--- src/rtl/spm_sequencer.sv ---
// spm_sequencer: operand latch, serial multiplier feed and product collection for the SPM array.
// Latency: done pulses 2*WIDTH+2 cycles after an accepted start; back-to-back period 2*WIDTH+3.
// Backpressure: start is sampled only when idle; requests while busy are dropped, never queued.
// Build option: define SPM_SIGNED_EN for two's-complement operands (multiplier sign-extended).
module spm_sequencer #(
  parameter int WIDTH = 8
) (
  input  logic                 clk,
  input  logic                 rst,
  input  logic                 start,
  input  logic [WIDTH-1:0]     multiplicand_in,
  input  logic [WIDTH-1:0]     multiplier_in,
  output logic                 busy,
  output logic                 done,
  output logic [2*WIDTH-1:0]   product,
  output logic                 spm_clr,
  output logic [WIDTH-1:0]     spm_multiplicand,
  output logic                 spm_x_bit,
  input  logic                 spm_p_bit
);

  localparam int PW = 2 * WIDTH;
  localparam int CW = $clog2(PW);

  typedef enum logic [1:0] {IDLE, CLEAR, RUN, DONE} state_t;

  state_t            state_q, state_d;
  logic [WIDTH-1:0]  a_q, a_d;
  logic [WIDTH-1:0]  b_q, b_d;
  logic [PW-1:0]     coll_q, coll_d;
  logic [PW-1:0]     prod_q, prod_d;
  logic [CW-1:0]     cnt_q, cnt_d;
  logic              clr_q, clr_d;
  logic              x_q, x_d;
  logic              ext_bit;
  logic [WIDTH-1:0]  b_shift;
  logic [PW-1:0]     coll_shift;
  logic              last_bit;

  // Fill bit for multiplier positions beyond WIDTH: the sign bit keeps repeating
  // in the signed build because the shift is arithmetic, otherwise zeros.
`ifdef SPM_SIGNED_EN
  assign ext_bit = b_q[WIDTH-1];
`else
  assign ext_bit = 1'b0;
`endif

  assign b_shift    = {ext_bit, b_q[WIDTH-1:1]};
  assign coll_shift = {spm_p_bit, coll_q[PW-1:1]};
  assign last_bit   = (cnt_q == CW'(PW - 1));

  // Next-state and datapath: x_bit is registered one edge ahead so the array sees
  // a glitch-free B[k] for the whole of RUN cycle k.
  always_comb begin
    state_d = state_q;
    a_d     = a_q;
    b_d     = b_q;
    coll_d  = coll_q;
    prod_d  = prod_q;
    cnt_d   = cnt_q;
    clr_d   = 1'b0;
    x_d     = 1'b0;
    case (state_q)
      IDLE: begin
        if (start) begin
          a_d     = multiplicand_in;
          b_d     = multiplier_in;
          clr_d   = 1'b1;
          state_d = CLEAR;
        end
      end
      CLEAR: begin
        cnt_d   = '0;
        coll_d  = '0;
        x_d     = b_q[0];
        b_d     = b_shift;
        state_d = RUN;
      end
      RUN: begin
        coll_d = coll_shift;
        if (last_bit) begin
          cnt_d   = '0;
          prod_d  = coll_shift;
          state_d = DONE;
        end else begin
          cnt_d = cnt_q + CW'(1);
          x_d   = b_q[0];
          b_d   = b_shift;
        end
      end
      DONE: begin
        state_d = IDLE;
      end
      default: begin
        state_d = IDLE;
      end
    endcase
  end

  // State and datapath registers; reset aborts any operation in flight.
  always_ff @(posedge clk or negedge rst) begin
    if (!rst) begin
      state_q <= IDLE;
      a_q     <= '0;
      b_q     <= '0;
      coll_q  <= '0;
      prod_q  <= '0;
      cnt_q   <= '0;
      clr_q   <= 1'b0;
      x_q     <= 1'b0;
    end else begin
      state_q <= state_d;
      a_q     <= a_d;
      b_q     <= b_d;
      coll_q  <= coll_d;
      prod_q  <= prod_d;
      cnt_q   <= cnt_d;
      clr_q   <= clr_d;
      x_q     <= x_d;
    end
  end

  assign busy             = (state_q != IDLE);
  assign done             = (state_q == DONE);
  assign product          = prod_q;
  assign spm_clr          = clr_q;
  assign spm_multiplicand = a_q;
  assign spm_x_bit        = x_q;

endmodule

--- config.mk ---
export PLATFORM = sky130hd
export DESIGN_NAME = spm_sequencer
export DESIGN_NICKNAME = d
export VERILOG_FILES = /design/src/rtl/spm_sequencer.sv
export SDC_FILE = /design/constraint.sdc
export NUM_CORES = 1
export LEC_CHECK = 0
export ABC_AREA = 1
export CORE_UTILIZATION = 51
export CTS_BUF_LIST = sky130_fd_sc_hd__clkbuf_16
export DETAILED_ROUTE_END_ITERATION = 16
export PLACE_DENSITY = 0.79
export SLEW_MARGIN = 20
export SYNTH_ARGS = -nofsm -noshare
export SYNTH_HDL_FRONTEND = slang
export SYNTH_SLANG_ARGS = --single-unit
--- constraint.sdc ---
create_clock -name clk -period 1.9 [get_ports clk]
set_input_delay 0.285 -clock clk [delete_from_list [all_inputs] [get_ports clk]]
set_output_delay 0.285 -clock clk [all_outputs]
set_load 0.05 [all_outputs]
==> results of run 1 <==
==> per-stage QoR <==
step | setup slack, ns | instances | cell area (um2) | util [%] | hold slack [ns]
2_1_floorplan | 0.457 | 247 | 2380 | - | -0.0106
3_3_place_gp | 0.319 | 342 | 2900 | 65.8 | 0.295
3_5_place_dp | 0.201 | 342 | 2900 | 65.8 | 0.301
4_1_cts | 0.141 | 351 | 3080 | 69.9 | 0.476
5_1_grt | 0.101 | 351 | 3090 | 69.9 | 0.502
6_report | 0.148 | 351 | 3090 | 69.9 | 0.476
==> worst min-delay path by stage <==
stage	depth (start not counted)	start	to	slack, ns
after floorplan	0	rst	b_q[0]$_DFFE_PN0P_	-0.01
after global placement	1	rst	product[3]$_DFFE_PN0P_	0.29
after detailed placement	1	rst	product[0]$_DFFE_PN0P_	0.30
after CTS	2	b_q[3]$_DFFE_PN0P_	b_q[3]$_DFFE_PN0P_	0.48
after global routing	2	product[9]$_DFFE_PN0P_	product[9]$_DFFE_PN0P_	0.50
final	2	b_q[3]$_DFFE_PN0P_	b_q[3]$_DFFE_PN0P_	0.48
==> layout make-up <==
cell class / instances / area, um2 / area share, %
Clock buffer: 5 / 125 / 4.05
Timing Repair Buffer: 53 / 546 / 17.7
Clock inverter: 3 / 46.3 / 1.50
Inverter: 24 / 90.1 / 2.92
Multi-Input combinational cell: 159 / 838 / 27.2
Tap cell: 52 / 65.1 / 2.11
Sequential cell: 55 / 1380 / 44.6
==> what timing repair did <==
| item | in CTS | in global routing |
|---|---|---|
| gates resized for setup | 0 | 1 |
| endpoints found under the hold margin | 22 | 0 |
| hold buffers | 1 | 0 |
| endpoints found under the setup margin | 0 | 10 |
==> flip-flops by register name, summed over array words and instances (netlist names) <==
register          flops
coll_q               15
cnt_q                 4
state_q               2
spm_x_bit             1
product              16
b_q                   8
spm_clr               1
spm_multiplicand      8
==> routing by layer <==
metal,vias up,part of all wire (%)
met3,8,4.6
met5,-,0
met1,815,47
met4,0,1.7
met2,55,46
li1,883,-
==> where the power goes <==
part	internal, W	switching (W)
combinational	0.000696	0.00133
clock	0.000626	0.000418
sequential	0.00141	0.000147
total	0.00273	0.00189
==> logic make-up (layout without fill, tap and decap cells) <==
kind of cell,Yosys count,after routing,synth area share (%)
flip-flops,55,55,57.8
AND/OR/NAND/NOR,116,116,20.0
adder cells (fa/ha/maj),6,6,3.15
buffers and inverters,33,85,7.14
AO/OA/AOI/OAI,35,35,11.2
XOR/XNOR,2,2,0.735
==> cells in the mapped netlist (2+ instances only) <==
| cell type | number | area share, % |
|---|---|---|
| ha_1 | 6 | 3.2 |
| nor2_1 | 6 | 0.95 |
| buf_6 | 4 | 1.9 |
| o22ai_1 | 14 | 3.7 |
| nand3_1 | 13 | 2.7 |
| o21ai_2 | 16 | 5.9 |
| buf_4 | 4 | 1.3 |
| nand2_1 | 93 | 15 |
| dfrtp_1 | 55 | 58 |
| a21oi_1 | 2 | 0.42 |
| inv_1 | 22 | 3.5 |
| nand2_2 | 2 | 0.53 |
==> impl_metrics.tcl, run 1 <==
set metrics [dict create \
    outcome "finished clean" \
    critPathTopFamily "buffers and inverters" \
    hold_viol_final 0 \
    die_width_um 70.3 \
    rr_endpoint "product[4]$_DFFE_PN0P_" \
    reg2reg_from "state_q[0]$_DFFE_PN0P_" \
    drtPass1Iterations 8 \
    worstPathCellList "clkdlybuf4s50_1" \
    slowest_stage "clkdlybuf4s50_1" \
    powerDensity_nw_per_um2 1500 \
    drive_gt1_share_pct 13.0 \
    critPathKind "reg2out" \
    final.min_clock_period_ns 1.75 \
    cp-start-kind "register" \
    yosysWarnings 0 \
    grt_util_met2_pct 32.0 \
    cts_buffers 5 \
    tightestPinTransition_ns 0.540 \
    ant_nets 0 \
    antenna_found_initial 0 \
    synthArstFlopShare_pct 100 \
    drc 0 \
    nFillCells 348 \
    ys.flop_type "dfrtp_1" \
    syn_inst 247 \
    gp_congestion 0.785 \
    synth.yosys.seq_area_share_pct 57.8 \
    relSlewSlack_pct 64.0 \
    critPathCapture "spm_multiplicand[4]" \
    synth-seq-cells 55 \
    worst-path-stages 1 \
    final_nets 324 \
    critPathBufInv 1 \
    vias 1761 \
    cap_violations 0 \
    rows 24 \
    crit_start "spm_multiplicand[4]$_DFFE_PN0P_" \
    grt_pass1_wl_um 7770 \
    die-height_um 70.3 \
    report.final.slew_viol_count 0 \
    drt_wl_total_um 4340 \
    grt-ovfl-total 0 \
    vias_per_cell 5.02 \
    clkTransAtPathRegs_ns 0.07 \
    p_leak_nw 1.48 \
    synth_edf_count 0 \
    drtIter0Drc 111 \
    max_freq_mhz 571 \
    critPathMaxStageDelay_ns 0.82 \
    diodes 0 \
    grt_max_degree 34 \
    layout_common_cells "nand2_1 (92), dfrtp_1 (55), clkdlybuf4s50_1 (44)" \
    p_total_w 0.00463 \
    setup_viol 0 \
    die_area_um2 4950 \
    critPathArrivalTime_ns 1.47 \
    layout_commonest_cell "nand2_1" \
    grt_use_total_pct 19.9 \
    dpl.hpwl_um 3030 \
    setup-tns-final_ns 0 \
    syn_area_um2 2380 \
    fin_skew_ns 0.00797 \
    grt_pass1_vias 1757 \
    cts-htree-levels 2 \
    cts_setup_buffers 0 \
    reg2reg_slack_ns 0.29 \
    design.core.area_um2 4410 \
    synthDistinctLibCells 22 \
    period_share_pct 92.2 \
    synth.avg_cell_area_um2 9.64 \
    worst_setup_path_end_kind "primary output" \
    cts_tree "yes" \
    hold_class "reg2reg" \
    grt-busiest-layer "met2" \
    cp_max_fo 2 \
    cp.required_ns 1.62 \
    use_met3_pct 3.90 \
    initial_utilization_pct 54.0 \
    io_pins 48 \
    area_delta_synth_final_pct 29.6 \
    clk_latency_ns 0.30 \
    cts.sink_count 55 \
    grt_use_met1_pct 25.7 \
    syn-num-nets 273 \
    vdd_drop_max_v 0.00126 \
    wl_per_cell_um 12.4 \
    cts_buffer_depth 2 \
    io_buffers 47 \
    cts_root_buf "clkbuf_16" \
    rsz0062_at_grt "false" \
    reg2reg_depth 6 \
]
(Power assumes the default switching activity.)
==> inputs of run 2 (changes only) <==
Settings changed: ABC_AREA 1 to not set, CORE_UTILIZATION 51 to 50, HOLD_SLACK_MARGIN set to 0.15.
==> run 2 against run 1 <==
Against the previous run: maximum frequency decreased by 0.23%; area after synthesis decreased by 4.4%; sequential cell count unchanged; non-clock buffer count increased by 1; register-to-register slack got worse by 0.15 ns; critical endpoint is now cnt_q[3]$_DFFE_PN0N_; largest power group unchanged.
==> impl_metrics.tcl, run 2 <==
set metrics [dict create \
    outcome "finished clean" \
    ant_nets 0 \
    pwr-share-clk_pct 19.5 \
    p_sw_share_pct 37.1 \
    cts_tree "yes" \
    slowest_stage "ha_1" \
    p_int_w 0.00277 \
    cts_setup_buffers 0 \
    pwr-share-comb_pct 45.0 \
    syn-num-nets 223 \
    syn_area_um2 2280 \
    initial_utilization_pct 52.3 \
    synth_xor_area_share_pct 0 \
    synth_top_family_by_area "multiplexers" \
    synth_most_common_cell "dfrtp_1" \
    yosys-top-cells-count "dfrtp_1 (55), o21ai_0 (25), mux2_2 (24)" \
    ys.flop_type "dfrtp_1" \
    io_buffers 47 \
    setup_viol 0 \
    grt_use_total_pct 17.7 \
    yosysWarnings 0 \
    grt_pass1_wl_um 6690 \
    drtIter0Drc 156 \
    report.final.slew_viol_count 0 \
    synth_compound_area_share_pct 9.88 \
    synth_mux_area_share_pct 11.9 \
    synth.avg_cell_area_um2 11.6 \
    max_freq_mhz 570 \
    largest_reg_flops 16 \
    wl_per_cell_um 12.7 \
    final_nets 275 \
    rows 24 \
    grt-ovfl-total 0 \
    drive_gt1_share_pct 16.8 \
    cts_root_buf "clkbuf_16" \
    cap_violations 0 \
    period_share_pct 92.4 \
    dp.cells 293 \
    critPathMaxStageDelay_ns 0.50 \
    vdd_drop_max_v 0.00138 \
    cts_buffer_depth 2 \
    syn_inst 197 \
    place_area_um2 2830 \
    vias 1549 \
    die_area_um2 4830 \
    powerDensity_nw_per_um2 1470 \
    layout_common_cells "dfrtp_1 (55), clkdlybuf4s50_1 (44), o21ai_0 (25)" \
    layout_commonest_cell "dfrtp_1" \
    setup-tns-final_ns 0 \
    cts-htree-levels 2 \
    worstPathCellList "inv_1 -> ha_1 -> buf_6 -> nand2_2 -> o311ai_0" \
    gp_congestion 0.763 \
    synth-seq-cells 55 \
    io_pins 48 \
    tightestPinTransition_ns 0.562 \
    cts_buffers 5 \
    dpl.hpwl_um 2720 \
    area_delta_synth_final_pct 31.0 \
    final.min_clock_period_ns 1.76 \
    drt_wl_total_um 3830 \
    design.core.area_um2 4350 \
    synth_top_area_cell "dfrtp_1" \
    yosys.area_share.simple_pct 8.84 \
    netlist.area_leader.share_pct 60.4 \
    die_width_um 69.5 \
    synth_area_leaders "dfrtp_1 (60%), mux2_2 (12%), o21ai_0 (5.5%)" \
    synth_edf_count 0 \
    grt_pass1_vias 1524 \
    cp.required_ns 2.08 \
    drc 0 \
    diodes 0 \
    hold_class "reg2reg" \
    synth_fa_ha_area_share_pct 3.29 \
    critPathKind "reg2reg" \
    p_sw_w 0.00163 \
    fin_area_um2 2990 \
    vias_per_cell 5.13 \
    clkTransAtPathRegs_ns 0.07 \
    cts.sink_count 55 \
    drtPass1Iterations 4 \
    die-height_um 69.5 \
    rsz0062_at_grt "false" \
    worst_setup_path_end_kind "register" \
    synth.yosys.seq_area_share_pct 60.4 \
    clk_latency_ns 0.29 \
    relSlewSlack_pct 62.5 \
    synthArstFlopShare_pct 100 \
    critPathArrivalTime_ns 1.93 \
    antenna_found_initial 0 \
    fin_skew_ns 0.00560 \
    hold_viol_final 0 \
    grt_max_degree 33 \
    stdcell_count 302 \
    seqPwrFrac_pct 35.4 \
    synthDistinctLibCells 24 \
    cp_max_fo 32 \
    p_leak_nw 1.30 \
    cp-start-kind "register" \
]
run 2: through the flow:
step	worst slack, ns	hold WS [ns]	power, W	util [%]
floorplan	0.189	-0.0106	0.00303	-
global placement	0.128	0.300	0.00352	65.0
detailed placement	0.0431	0.316	0.00356	65.0
CTS	0.0620	0.484	0.00445	68.5
global route	0.0162	0.511	0.00466	68.6
finish	0.144	0.475	0.00440	68.6
run 2: repair_timing:
item / CTS / global route
endpoints found under the hold margin: 23 / 0
hold buffers: 1 / 0
setup endpoints to repair: 0 / 6
gates resized for setup: 0 / 1
run 2: critical path: cells and delay by family, from the launching register on:
| kind | cells | cell delay, ns |
|---|---|---|
| flip-flops | 1 | 0.39 |
| adder cells (fa/ha/maj) | 1 | 0.50 |
| AO/OA/AOI/OAI | 1 | 0.30 |
| buffers and inverters | 2 | 0.37 |
| AND/OR/NAND/NOR | 1 | 0.08 |
run 2: cell families (layout without fill, tap and decap cells):
family                   after synthesis  count (layout)
AO/OA/AOI/OAI                         40              40
AND/OR/NAND/NOR                       40              40
flip-flops                            55              55
multiplexers                          24              24
buffers and inverters                 32              85
adder cells (fa/ha/maj)                6               6
run 2: per-layer routing:
metal / track usage, % / part of all wire (%) / up-vias / wire, um
li1: - / - / 772 / -
met1: 20.8 / 44 / 734 / 1670
met2: 30.7 / 50 / 37 / 1920
met3: 6.10 / 5.1 / 6 / 196
met4: 4.76 / 1.2 / 0 / 45
met5: 0 / 0 / - / 0
run 2: cell type report:
class	count	area, um2
Multi-Input combinational cell	110	772
Clock buffer	5	125
Tap cell	52	65.1
Clock inverter	3	16.3
Sequential cell	55	1380
Fill cell	333	1370
Inverter	23	86.3
Timing Repair Buffer	54	544
run 2: path summary, 6_finish.rpt:
| kind | start | endpoint | slack (ns) | depth (start not counted) |
|---|---|---|---|---|
| max | state_q[0]$_DFFE_PN0P_ | cnt_q[3]$_DFFE_PN0N_ | 0.14 | 5 |
| min | product[0]$_DFFE_PN0P_ | product[0]$_DFFE_PN0P_ | 0.47 | 2 |
| max reg2reg | state_q[0]$_DFFE_PN0P_ | cnt_q[3]$_DFFE_PN0N_ | 0.14 | 5 |
| min reg2reg | product[0]$_DFFE_PN0P_ | product[0]$_DFFE_PN0P_ | 0.47 | 2 |
| max in group asynchronous | rst | state_q[0]$_DFFE_PN0P_ | 0.82 | 3 |
| min in group asynchronous | rst | product[3]$_DFFE_PN0P_ | 0.52 | 2 |
run 2: power groups by stage:
stage | registers, W | clock network [W] | logic, W
2_1_floorplan | 0.00190 | 0 | 0.00113
3_3_place_gp | 0.00157 | 0 | 0.00195
3_5_place_dp | 0.00158 | 0 | 0.00198
4_1_cts | 0.00156 | 0.000895 | 0.00200
5_1_grt | 0.00159 | 0.000941 | 0.00213
6_report | 0.00156 | 0.000860 | 0.00198
==> inputs of run 3 (changes only) <==
Settings changed: GPL_TIMING_DRIVEN set to 0, SKIP_LAST_GASP set to 1.
==> run 3 against run 2 <==
Against the previous run: via count increased by 3.7%; sequential power about the same; power increased by 2.0%; critical path type unchanged.
==> impl_metrics.tcl, run 3 (synthesized netlist as in run 2, its figures left out) <==
set metrics [dict create \
    outcome "finished clean" \
    cts_root_buf "clkbuf_16" \
    die_width_um 69.5 \
    clkTransAtPathRegs_ns 0.07 \
    cts_buffer_depth 2 \
    die-height_um 69.5 \
    period_share_pct 94.3 \
    design.core.area_um2 4350 \
    p_leak_nw 1.30 \
    cp.required_ns 2.07 \
    area_delta_synth_final_pct 30.9 \
    rsz0062_at_grt "false" \
    worst_setup_path_end_kind "register" \
    io_buffers 47 \
    layout_commonest_cell "dfrtp_1" \
    fin_skew_ns 0.00677 \
    hold_class "reg2reg" \
    report.final.slew_viol_count 0 \
    cts_tree "yes" \
    vias 1607 \
    drtIter0Drc 111 \
    vdd_drop_max_v 0.000946 \
    fin_area_um2 2980 \
    grt_max_degree 56 \
    largest_reg_flops 16 \
    grt_use_total_pct 19.2 \
    hold_viol_final 0 \
    tightestPinTransition_ns 0.676 \
    rows 24 \
    io_pins 48 \
    grt_pass1_vias 1554 \
    max_freq_mhz 558 \
    cts.sink_count 55 \
    ant_nets 0 \
    drc 0 \
    antenna_found_initial 0 \
    final.min_clock_period_ns 1.79 \
    drt_wl_total_um 4200 \
    critPathKind "reg2reg" \
    die_area_um2 4830 \
    clk_latency_ns 0.29 \
    relSlewSlack_pct 54.9 \
    drtPass1Iterations 4 \
    powerDensity_nw_per_um2 1510 \
    grt-ovfl-total 0 \
    grt_pass1_wl_um 7200 \
    p_total_w 0.00449 \
    critPathArrivalTime_ns 1.97 \
    vias_per_cell 5.25 \
    drive_gt1_share_pct 16.5 \
    initial_utilization_pct 52.3 \
    place_area_um2 2810 \
    gp_congestion 0.754 \
    setup_viol 0 \
    final_nets 279 \
    cp_max_fo 8 \
    cp-start-kind "register" \
    layout_common_cells "dfrtp_1 (55), clkdlybuf4s50_1 (44), o21ai_0 (25)" \
    cap_violations 0 \
    cts_buffers 5 \
    diodes 0 \
    wl_per_cell_um 13.7 \
    cts-htree-levels 2 \
    dpl.hpwl_um 2890 \
]
run 3: cell count changes in the layout (fill, tap and decap cells not counted), sizes merged:
cell         before  now
buf               9    4
dlygate4sd2       0    1
clkinv            2    1
clkbuf            5   13
clkinvlp          0    1
run 3: timing repair:
item / 4_1_cts / 5_1_grt
endpoints found under the hold margin: 55 / 0
hold buffers: 1 / 0
setup endpoints to repair: 2 / 25
pin swaps: 0 / 1
gates resized for setup: 2 / 7
setup buffers: 0 / 1
run 3: layout make-up:
type	count	area, um2
Clock inverter	3	16.3
Clock buffer	5	125
Multi-Input combinational cell	110	772
Sequential cell	55	1380
Tap cell	52	65.1
Inverter	23	86.3
Fill cell	337	1370
Buffer	9	48.8
Timing Repair Buffer	49	492
run 3: per-stage QoR:
| stage | instances | hold slack, ns | TNS (ns) | setup WS [ns] | utilization [%] |
|---|---|---|---|---|---|
| after detailed placement | 296 | 0.366 | 0 | 0.0294 | 64.6 |
| after global placement | 296 | 0.460 | -59.30 | -1.08 | 64.6 |
| after floorplan | 197 | -0.0106 | 0 | 0.189 | - |
| final | 306 | 0.474 | 0 | 0.108 | 68.5 |
| after CTS | 305 | 0.478 | 0 | 0.0156 | 68.0 |
| after global routing | 306 | 0.511 | 0 | 0.0165 | 68.5 |
run 3: metal layers:
metal / wire length (um) / GRT usage (%) / up-vias
li1: - / - / 781
met1: 1830 / 24.4 / 776
met2: 2070 / 31.3 / 43
met3: 234 / 6.10 / 7
met4: 55 / 6.12 / 0
met5: 0 / 0 / -
run 3: path summary, 6_finish.rpt:
kind | slack (ns) | end | from | cells after the start
min | 0.47 | product[15]$_DFFE_PN0P_ | product[15]$_DFFE_PN0P_ | 2
max reg2reg | 0.11 | b_q[4]$_DFFE_PN0P_ | state_q[0]$_DFFE_PN0P_ | 7
max in group asynchronous | 0.86 | product[9]$_DFFE_PN0P_ | rst | 2
min in group asynchronous | 0.58 | product[3]$_DFFE_PN0P_ | rst | 2
min reg2reg | 0.47 | product[15]$_DFFE_PN0P_ | product[15]$_DFFE_PN0P_ | 2
max | 0.11 | b_q[4]$_DFFE_PN0P_ | state_q[0]$_DFFE_PN0P_ | 7
run 3: where the power goes:
part / switching, W / leakage (nW) / total, W / internal, W
Combinational: 0.00117 / 0.505 / 0.00205 / 0.000883
Clock: 0.000397 / 0.0710 / 0.000879 / 0.000482
Sequential: 0.000136 / 0.723 / 0.00156 / 0.00143
run 3: critical path: stages (launching register included):
cell	delay (ns)
dfrtp_1	0.39
inv_1	0.09
ha_1	0.21
buf_6	0.13
and4_4	0.16
nor3_4	0.22
buf_12	0.15
mux2_2	0.33
==> RTL change, RTL diff (settings of run 1) <==
The parameter `WIDTH` goes from 8 to 16.
--- a/src/rtl/spm_sequencer.sv
+++ b/src/rtl/spm_sequencer.sv
@@ -3,7 +3,7 @@
 // Backpressure: start is sampled only when idle; requests while busy are dropped, never queued.
 // Build option: define SPM_SIGNED_EN for two's-complement operands (multiplier sign-extended).
 module spm_sequencer #(
-  parameter int WIDTH = 8
+  parameter int WIDTH = 16
 ) (
   input  logic                 clk,
   input  logic                 rst,
Interface: changed (resized multiplicand_in, multiplier_in, product and spm_multiplicand); port bits go from 48 to 88. The function was not compared with the original's and may differ.
==> RTL change against run 1 <==
Via count increased by 81%; setup slack got worse by 68 ps; total power increased by 72%; final area increased by 81%; sequential cell count increased by 49; largest cell class unchanged; highest routed layer unchanged; wire length increased by 85%; fmax decreased by 3.8%; synthesized area increased by 81%; critical endpoint is now product[29].
==> RTL change: results (changes against run 1) <==
max incr delay on CP 820 ps (about the same); Crit. Startpoint product[29]; Starting DRT DRC Count 150 (+35%); worst-margin pin slew 526 ps (-14.4 ps); met1 Resource Use GR 0.284 (+0.0276); status finished clean; delay-heaviest family, CP buffers and inverters; vias in the first global route 3064 (+74%); Max Used Layer met4; gr usage total 0.206 (+0.00760); FF-to-FF setup slack 120 ps (-170 ps); Synth async-reset ratio 1.00 (unchanged); layout cells sized above 1 0.120 (-0.0105); reg2reg end product[13]; WL met2 3870 microns (+92%); Min-Delay Path Class in -> async; GRT overflow 0 (unchanged); max reg flops 32 (+16); Skew-Pair Late Insertion Delay 340 ps (+40 ps); Lkg Pwr 2.68 nW (+81%); cell taking the most area after synthesis dfrtp_1; worst setup path end product[29]; R2R Path Start cnt_q[0]; grt met2 use 0.325 (+0.00585); post-synthesis sequential area ratio 0.605 (+0.0273); wire length on met3 403 microns (+100%); synth unique cells 21 (-4.5%); TritonCTS Buffers 9 (+4); PortBufs 87 (+85%); main area contributors after synthesis dfrtp_1 61%, nand2_1 17%, o21ai_2 6.1%; Max rail drop VDD 0.00111 V (-12%); H-tree Lvls 3 (+1); Pre-antenna DRT Iters 7 (-1); DP HPWL 5520 microns (+82%); worst reg-to-reg path cell count 7 (+1); syn nets 492 (+80%); Worst Clk Skew 9.91 ps (+1.94 ps); GR Util met3 0.0453 (+0.00635); first-pass GRT wire length 14200 microns (+83%); WL final 8050 microns (+85%); WL met1 3690 microns (+80%); Synth top cells by count 190 x nand2_1, 104 x dfrtp_1, 41 x inv_1, 31 x o22ai_1, 30 x o21ai_2; layout net count 580 (+79%); DR vias/cell 4.91 (-2.1%); RD Place Congestion 0.797 (+1.5%)
[RTL change: cell count changes in the layout (fill, tap and decap cells not counted), sizes merged, moves of 17 or more]
cell / run 1 / this run
nand2: 95 / 193
dfrtp: 55 / 104
clkdlybuf4s50: 44 / 84
inv: 24 / 44
o21ai: 17 / 34
o22ai: 14 / 31
[RTL change: repair_timing]
| item | in CTS | in global routing |
|---|---|---|
| hold buffers | 1 | 0 |
| setup buffers | 0 | 1 |
| endpoints found under the setup margin | 0 | 16 |
| hold endpoints to repair | 32 | 0 |
[RTL change: layout make-up]
type | count | area (sq um)
multi-input cells | 281 | 1390
repair buffers | 98 | 1010
inverters | 43 | 161
flip-flops and latches | 104 | 2600
clock buffers | 9 | 225
clock inverters | 7 | 61.3
well taps | 105 | 131
fillers | 643 | 2600
[RTL change: per-stage QoR]
step / cells / power [mW] / hold slack (ps) / setup slack, ps / area (sq um)
3_5_place_dp: 629 / 6.23 / 273 / 113 / 5260
4_1_cts: 646 / 7.99 / 450 / 73.4 / 5560
2_1_floorplan: 449 / 5.20 / -10.6 / 310 / 4300
6_report: 647 / 7.96 / 444 / 79.9 / 5580
3_3_place_gp: 629 / 6.11 / 265 / 177 / 5260
5_1_grt: 647 / 8.50 / 488 / 1.74 / 5580
[RTL change: kinds of logic (layout without fill, tap and decap cells)]
family,count (synthesis),in the layout,share of synthesized area
compound gates,68,68,0.115
simple gates,206,206,0.186
buf+inv,64,157,0.0736
flops,104,104,0.605
fa+ha+maj,7,7,0.0204
[RTL change: power by group]
| group | leakage [nW] | internal (mW) | switching [mW] |
|---|---|---|---|
| Combinational | 1.15 | 1.12 | 2.24 |
| Clock | 0.135 | 0.911 | 0.822 |
| Sequential | 1.39 | 2.63 | 0.236 |
| Total | 2.68 | 4.66 | 3.30 |
